--- config.mk ---
export PLATFORM = sky130hd
export DESIGN_NAME = uart_rx_deserializer
export DESIGN_NICKNAME = d
export VERILOG_FILES = /design/src/rtl/uart_rx_deserializer.sv
export SDC_FILE = /design/constraint.sdc
export NUM_CORES = 1
export LEC_CHECK = 0
export CORE_ASPECT_RATIO = 0.9
export CORE_UTILIZATION = 60
export CTS_CLUSTER_SIZE = 40
export DETAILED_ROUTE_END_ITERATION = 6
export GPL_TIMING_DRIVEN = 0
export PLACE_DENSITY = 0.85
export SLEW_MARGIN = 20
export SYNTH_ARGS = -nofsm -noshare
export SYNTH_HDL_FRONTEND = slang
export SYNTH_SLANG_ARGS = --single-unit
--- constraint.sdc ---
create_clock -name clk_i -period 4.76 [get_ports clk_i]
set_clock_uncertainty 0.15 [all_clocks]
set_input_delay 0.952 -clock clk_i [delete_from_list [all_inputs] [get_ports clk_i]]
set_output_delay 0.952 -clock clk_i [all_outputs]
set_load 0.02 [all_outputs]
--- src/rtl/uart_rx_deserializer.sv ---
// UART receive core: synchronizes rx_i, finds start bits and samples each bit at
// mid-period with a fractional baud accumulator, delivering one byte per frame.
module uart_rx_deserializer #(
  parameter int CLK_FREQ = 10_000_000
) (
  input  logic        clk_i,
  input  logic        rst_ni,
  input  logic        rx_i,
  input  logic [16:0] baudrate_i,
  input  logic        parity_en_i,
  input  logic        stopbit_i,
  output logic        busy_o,
  output logic [7:0]  rx_data_o,
  output logic        rx_valid_o,
  output logic        rx_err_o
);

  localparam int ACC_W = $clog2(2 * CLK_FREQ);
  localparam int SUM_W = (ACC_W > 17) ? ACC_W + 1 : 18;

  localparam logic [2:0] ST_IDLE   = 3'd0;
  localparam logic [2:0] ST_START  = 3'd1;
  localparam logic [2:0] ST_DATA   = 3'd2;
  localparam logic [2:0] ST_PARITY = 3'd3;
  localparam logic [2:0] ST_STOP   = 3'd4;

  logic [2:0]       state;
  logic             sync1, sync2, sync_prev;
  logic [ACC_W-1:0] acc;
  logic [ACC_W-1:0] acc_next;
  logic [SUM_W-1:0] acc_sum;
  logic             tick;
  logic [16:0]      baud_q;
  logic             parity_en_q;
  logic             stop2_q;
  logic [2:0]       bit_cnt;
  logic [7:0]       shreg;
  logic             parity_err;
  logic             frame_err;
  logic             fall;

  assign fall   = sync_prev & ~sync2;
  assign busy_o = (state != ST_IDLE);

  // Accumulator wraps modulo CLK_FREQ; each wrap is one bit period on average.
  always_comb begin
    acc_sum  = SUM_W'(acc) + SUM_W'(baud_q);
    tick     = (acc_sum >= SUM_W'(CLK_FREQ));
    acc_next = tick ? ACC_W'(acc_sum - SUM_W'(CLK_FREQ)) : ACC_W'(acc_sum);
  end

  always_ff @(posedge clk_i or negedge rst_ni) begin
    if (!rst_ni) begin
      sync1       <= 1'b1;
      sync2       <= 1'b1;
      sync_prev   <= 1'b1;
      state       <= ST_IDLE;
      acc         <= '0;
      baud_q      <= '0;
      parity_en_q <= 1'b0;
      stop2_q     <= 1'b0;
      bit_cnt     <= '0;
      shreg       <= '0;
      parity_err  <= 1'b0;
      frame_err   <= 1'b0;
      rx_data_o   <= '0;
      rx_valid_o  <= 1'b0;
      rx_err_o    <= 1'b0;
    end else begin
      sync1      <= rx_i;
      sync2      <= sync1;
      sync_prev  <= sync2;
      rx_valid_o <= 1'b0;
      rx_err_o   <= 1'b0;

      if (state != ST_IDLE) begin
        acc <= acc_next;
      end

      case (state)
        ST_IDLE: begin
          // Starting at half the modulus puts the first tick mid-start-bit.
          if (fall && (baudrate_i != 17'd0)) begin
            baud_q      <= baudrate_i;
            parity_en_q <= parity_en_i;
            stop2_q     <= stopbit_i;
            acc         <= ACC_W'(CLK_FREQ / 2);
            state       <= ST_START;
          end
        end

        ST_START: begin
          if (tick) begin
            if (!sync2) begin
              state   <= ST_DATA;
              bit_cnt <= '0;
            end else begin
              state <= ST_IDLE;
            end
          end
        end

        ST_DATA: begin
          if (tick) begin
            shreg   <= {sync2, shreg[7:1]};
            bit_cnt <= bit_cnt + 3'd1;
            if (bit_cnt == 3'd7) begin
              bit_cnt <= '0;
              state   <= parity_en_q ? ST_PARITY : ST_STOP;
            end
          end
        end

        ST_PARITY: begin
          if (tick) begin
            if (^{sync2, shreg}) begin
              parity_err <= 1'b1;
            end
            state <= ST_STOP;
          end
        end

        ST_STOP: begin
          // The current sample is folded in directly since the flag update would land too late.
          if (tick) begin
            if (stop2_q && (bit_cnt == 3'd0)) begin
              bit_cnt <= 3'd1;
              if (!sync2) begin
                frame_err <= 1'b1;
              end
            end else begin
              state      <= ST_IDLE;
              bit_cnt    <= '0;
              rx_data_o  <= shreg;
              parity_err <= 1'b0;
              frame_err  <= 1'b0;
              if (parity_err || frame_err || !sync2) begin
                rx_err_o <= 1'b1;
              end else begin
                rx_valid_o <= 1'b1;
              end
            end
          end
        end

        default: state <= ST_IDLE;
      endcase
    end
  end

endmodule

==> results.md <==
- DR iter-0 viols: ~440
- Top post-synthesis cells by area: dfrtp_1 (34%), mux2_2 (6.2%), ha_1 (5.1%), a21oi_1 (4.1%), xnor2_1 (3.9%)
- CTS Buffer Depth: 2
- Fmax: 223.0 MHz
- Synth Net Count: 574
- Layout net count: between 600 and 700
- First-pass DRT Iterations: 5
- Crit share post-route: 94.23%
- Layout cell share with drive strength beyond 1: around 17%
- Syn avg cell area: between 9 and 10 sq um
- Fin Setup TNS: 0 ns
- Mapped Area: 5104 sq um
- R2R Setup Slk: roughly 0.27 ns
- Port Buffers: 32
- Ys flop type: dfrtp_1
- H-tree depth: 3
- Reg2Reg Launch Point: acc[0]
- Tightest Pin Transition: between 0.8 and 0.9 ns
- Drt total wl: roughly 13,000 um
- Setup-failing EPs final: 0
- Distinct cells, synth: 85
- Yosys warns: 0
- Post-Layout Cell Count: between 600 and 700
- Vias in the first global route: about 4,300
- Largest net degree at the start of global routing: 43
- Antenna Violating Nets Remaining: 0
- Max Cap Viol: 0
- Pins Over Slew Limit: 0
- CTS Buf Count: 9
- Seq/Total Area, Yosys: between 30% and 40%
- Root Driver: clkbuf_8
- Starting Density: 62.66%
- Status: completed
- HP Class: register to register
- Final routed DRC violation total: 0
- Area growth, synth to finish: 13.09%
- Worst skew pair latency: 0.36 ns
- Fin area: between 5000 and 6000 sq um
- CP arrival: about 4.6 ns
- Yosys top cell area share: 34.32%
- Initial antenna violation count: 0
- Num Clock Sinks: between 70 and 80
- Area leader, netlist: dfrtp_1
- Reg2reg end: rx_data_o[2]
- # hold bufs at CTS: 0
- Via count: about 4,500
- Ant diodes: 0
- Clk pin slew, worst setup/hold paths: 0.08 ns
- Cell count after synthesis: 530
- Gp weighted congestion: 0.8938
- Critical path capture point type: register
- Most frequent cell after synthesis: dfrtp_1
- Setup repair after global routing missed its margin: no
- Slew headroom: ~42%
- Crit-path max FO: 10
- Fin crit period: ~4.5 ns
- Total track usage: 32.22%
- Most common library cells after synthesis: dfrtp_1 (70), nand2_1 (44), a21oi_1 (42)
- Via density: around 6.6
- Core region area: between 8000 and 9000 sq um
- Worst setup SP type: register
- Placed insts: around 660
- CTS tree: done
- Ys async rst share: 100.0%
- Hold Crit Start: sync1
- R2r worst-path depth: 14
- Post-route core utilization: between 70% and 80%
- Final Hold Fails: 0
- DR WL/cell: just under 20 um
- Setup Crit Path Kind: register to register
- Critical Path RT: between 4 and 5 ns
- Die X: about 99 um
- Row cnt: 31
- HPWL after DPL: about 10000 um
- Die area: 8879 sq um
- Total grt overflow: 0
- Seq cells post-synth: between 70 and 80
- Die Span Y: 89.50 um
- Post-synth EDFFs: 0
- Placed cell areas: roughly 5600 sq um
- Min-Delay Path Depth: 0
- Wire length of the first global-routing pass: approximately 22,000 um
- IO Count: 33
- Hold path endpoint: sync2
## cells by family (layout without fill, tap and decap cells)
logic type / count (synthesis) / after routing / share of synthesized area [%]
compound gates: 159 / 159 / 23.29
simple gates: 154 / 154 / 15.10
flops: 73 / 73 / 35.87
mux: 42 / 42 / 9.806
buf+inv: 42 / 91 / 3.726
xor+xnor: 38 / 38 / 6.668
fa+ha+maj: 22 / 22 / 5.541
## through the flow
step / hold slack, ns / setup WS (ns)
2_1_floorplan: 0.1952 / 0.9203
3_3_place_gp: 0.1971 / 0.1464
3_5_place_dp: 0.1968 / 0.2857
4_1_cts: 0.2112 / 0.2369
5_1_grt: 0.2117 / 0.007260
6_report: 0.2067 / 0.2749
## worst max-delay path by stage
| stage | startpoint | to | slack [ns] | depth (start not counted) |
|---|---|---|---|---|
| 2_1_floorplan | acc[0] | rx_data_o[1] | 0.92 | 15 |
| 3_3_place_gp | rst_ni | acc[20] | 0.15 | 1 |
| 3_5_place_dp | baud_q[0] | rx_data_o[2] | 0.29 | 15 |
| 4_1_cts | acc[0] | rx_data_o[2] | 0.24 | 15 |
| 5_1_grt | baud_q[0] | rx_data_o[2] | 0.007 | 15 |
| 6_report | acc[0] | rx_data_o[2] | 0.27 | 14 |
## registers in the layout, indices dropped and copies added (netlist names), 3 cells and up
register and flops:
rx_data_o 8, shreg 8, acc 25, baud_q 17, state 3, bit_cnt 3
## worst max-delay path: stages, from the launching register on
cell	delay (ns)
dfrtp_1	0.36
ha_1	0.22
inv_1	0.07
fa_1	0.40
nand2b_1	0.24
a211oi_4	0.39
o21a_2	0.24
o21ai_0	0.15
o21ai_0	0.49
and4bb_1	0.32
o31ai_4	0.39
nand2_2	0.19
nand4_2	0.20
buf_4	0.20
mux2_2	0.35
## layer usage
| layer | part of all wire (%) | track usage [%] | routed length (um) | vias to the layer above |
|---|---|---|---|---|
| li1 | - | - | - | 2045 |
| met1 | 45 | 42.74 | 5820 | 2201 |
| met2 | 46 | 52.40 | 6022 | 200 |
| met3 | 6.9 | 6.255 | 901 | 30 |
| met4 | 2.1 | 13.64 | 280 | 0 |
| met5 | 0 | 0 | 0 | - |
## cell usage in the layout (no fill, tap or decap), types with 16 or more instances in the layout
master | netlist | layout
dfrtp_1 | 70 | 70
nand2_1 | 44 | 44
a21oi_1 | 42 | 41
clkdlybuf4s50_1 | 0 | 31
nor2_1 | 30 | 30
mux2_2 | 28 | 28
xnor2_1 | 23 | 23
o21ai_0 | 22 | 22
ha_1 | 21 | 21
nand3_1 | 19 | 19
clkbuf_1 | 16 | 16
## final cells by class
class                           count  area [sq um]
Clock buffer                       10         137.6
Multi-Input combinational cell    415          3087
Timing Repair Buffer               33         337.8
Fill cell                         589          2374
Clock inverter                      6         65.06
Sequential cell                    73          1831
Buffer                             28         137.6
Tap cell                           99         123.9
Inverter                           14         52.55
## timing repair
item	4_1_cts	5_1_grt
setup endpoints to repair	0	8
resized for setup	0	1
buffers inserted	0	0
Power is not shown: default switching activity piles up to over one toggle a cycle in this logic, so the estimate is an artifact.
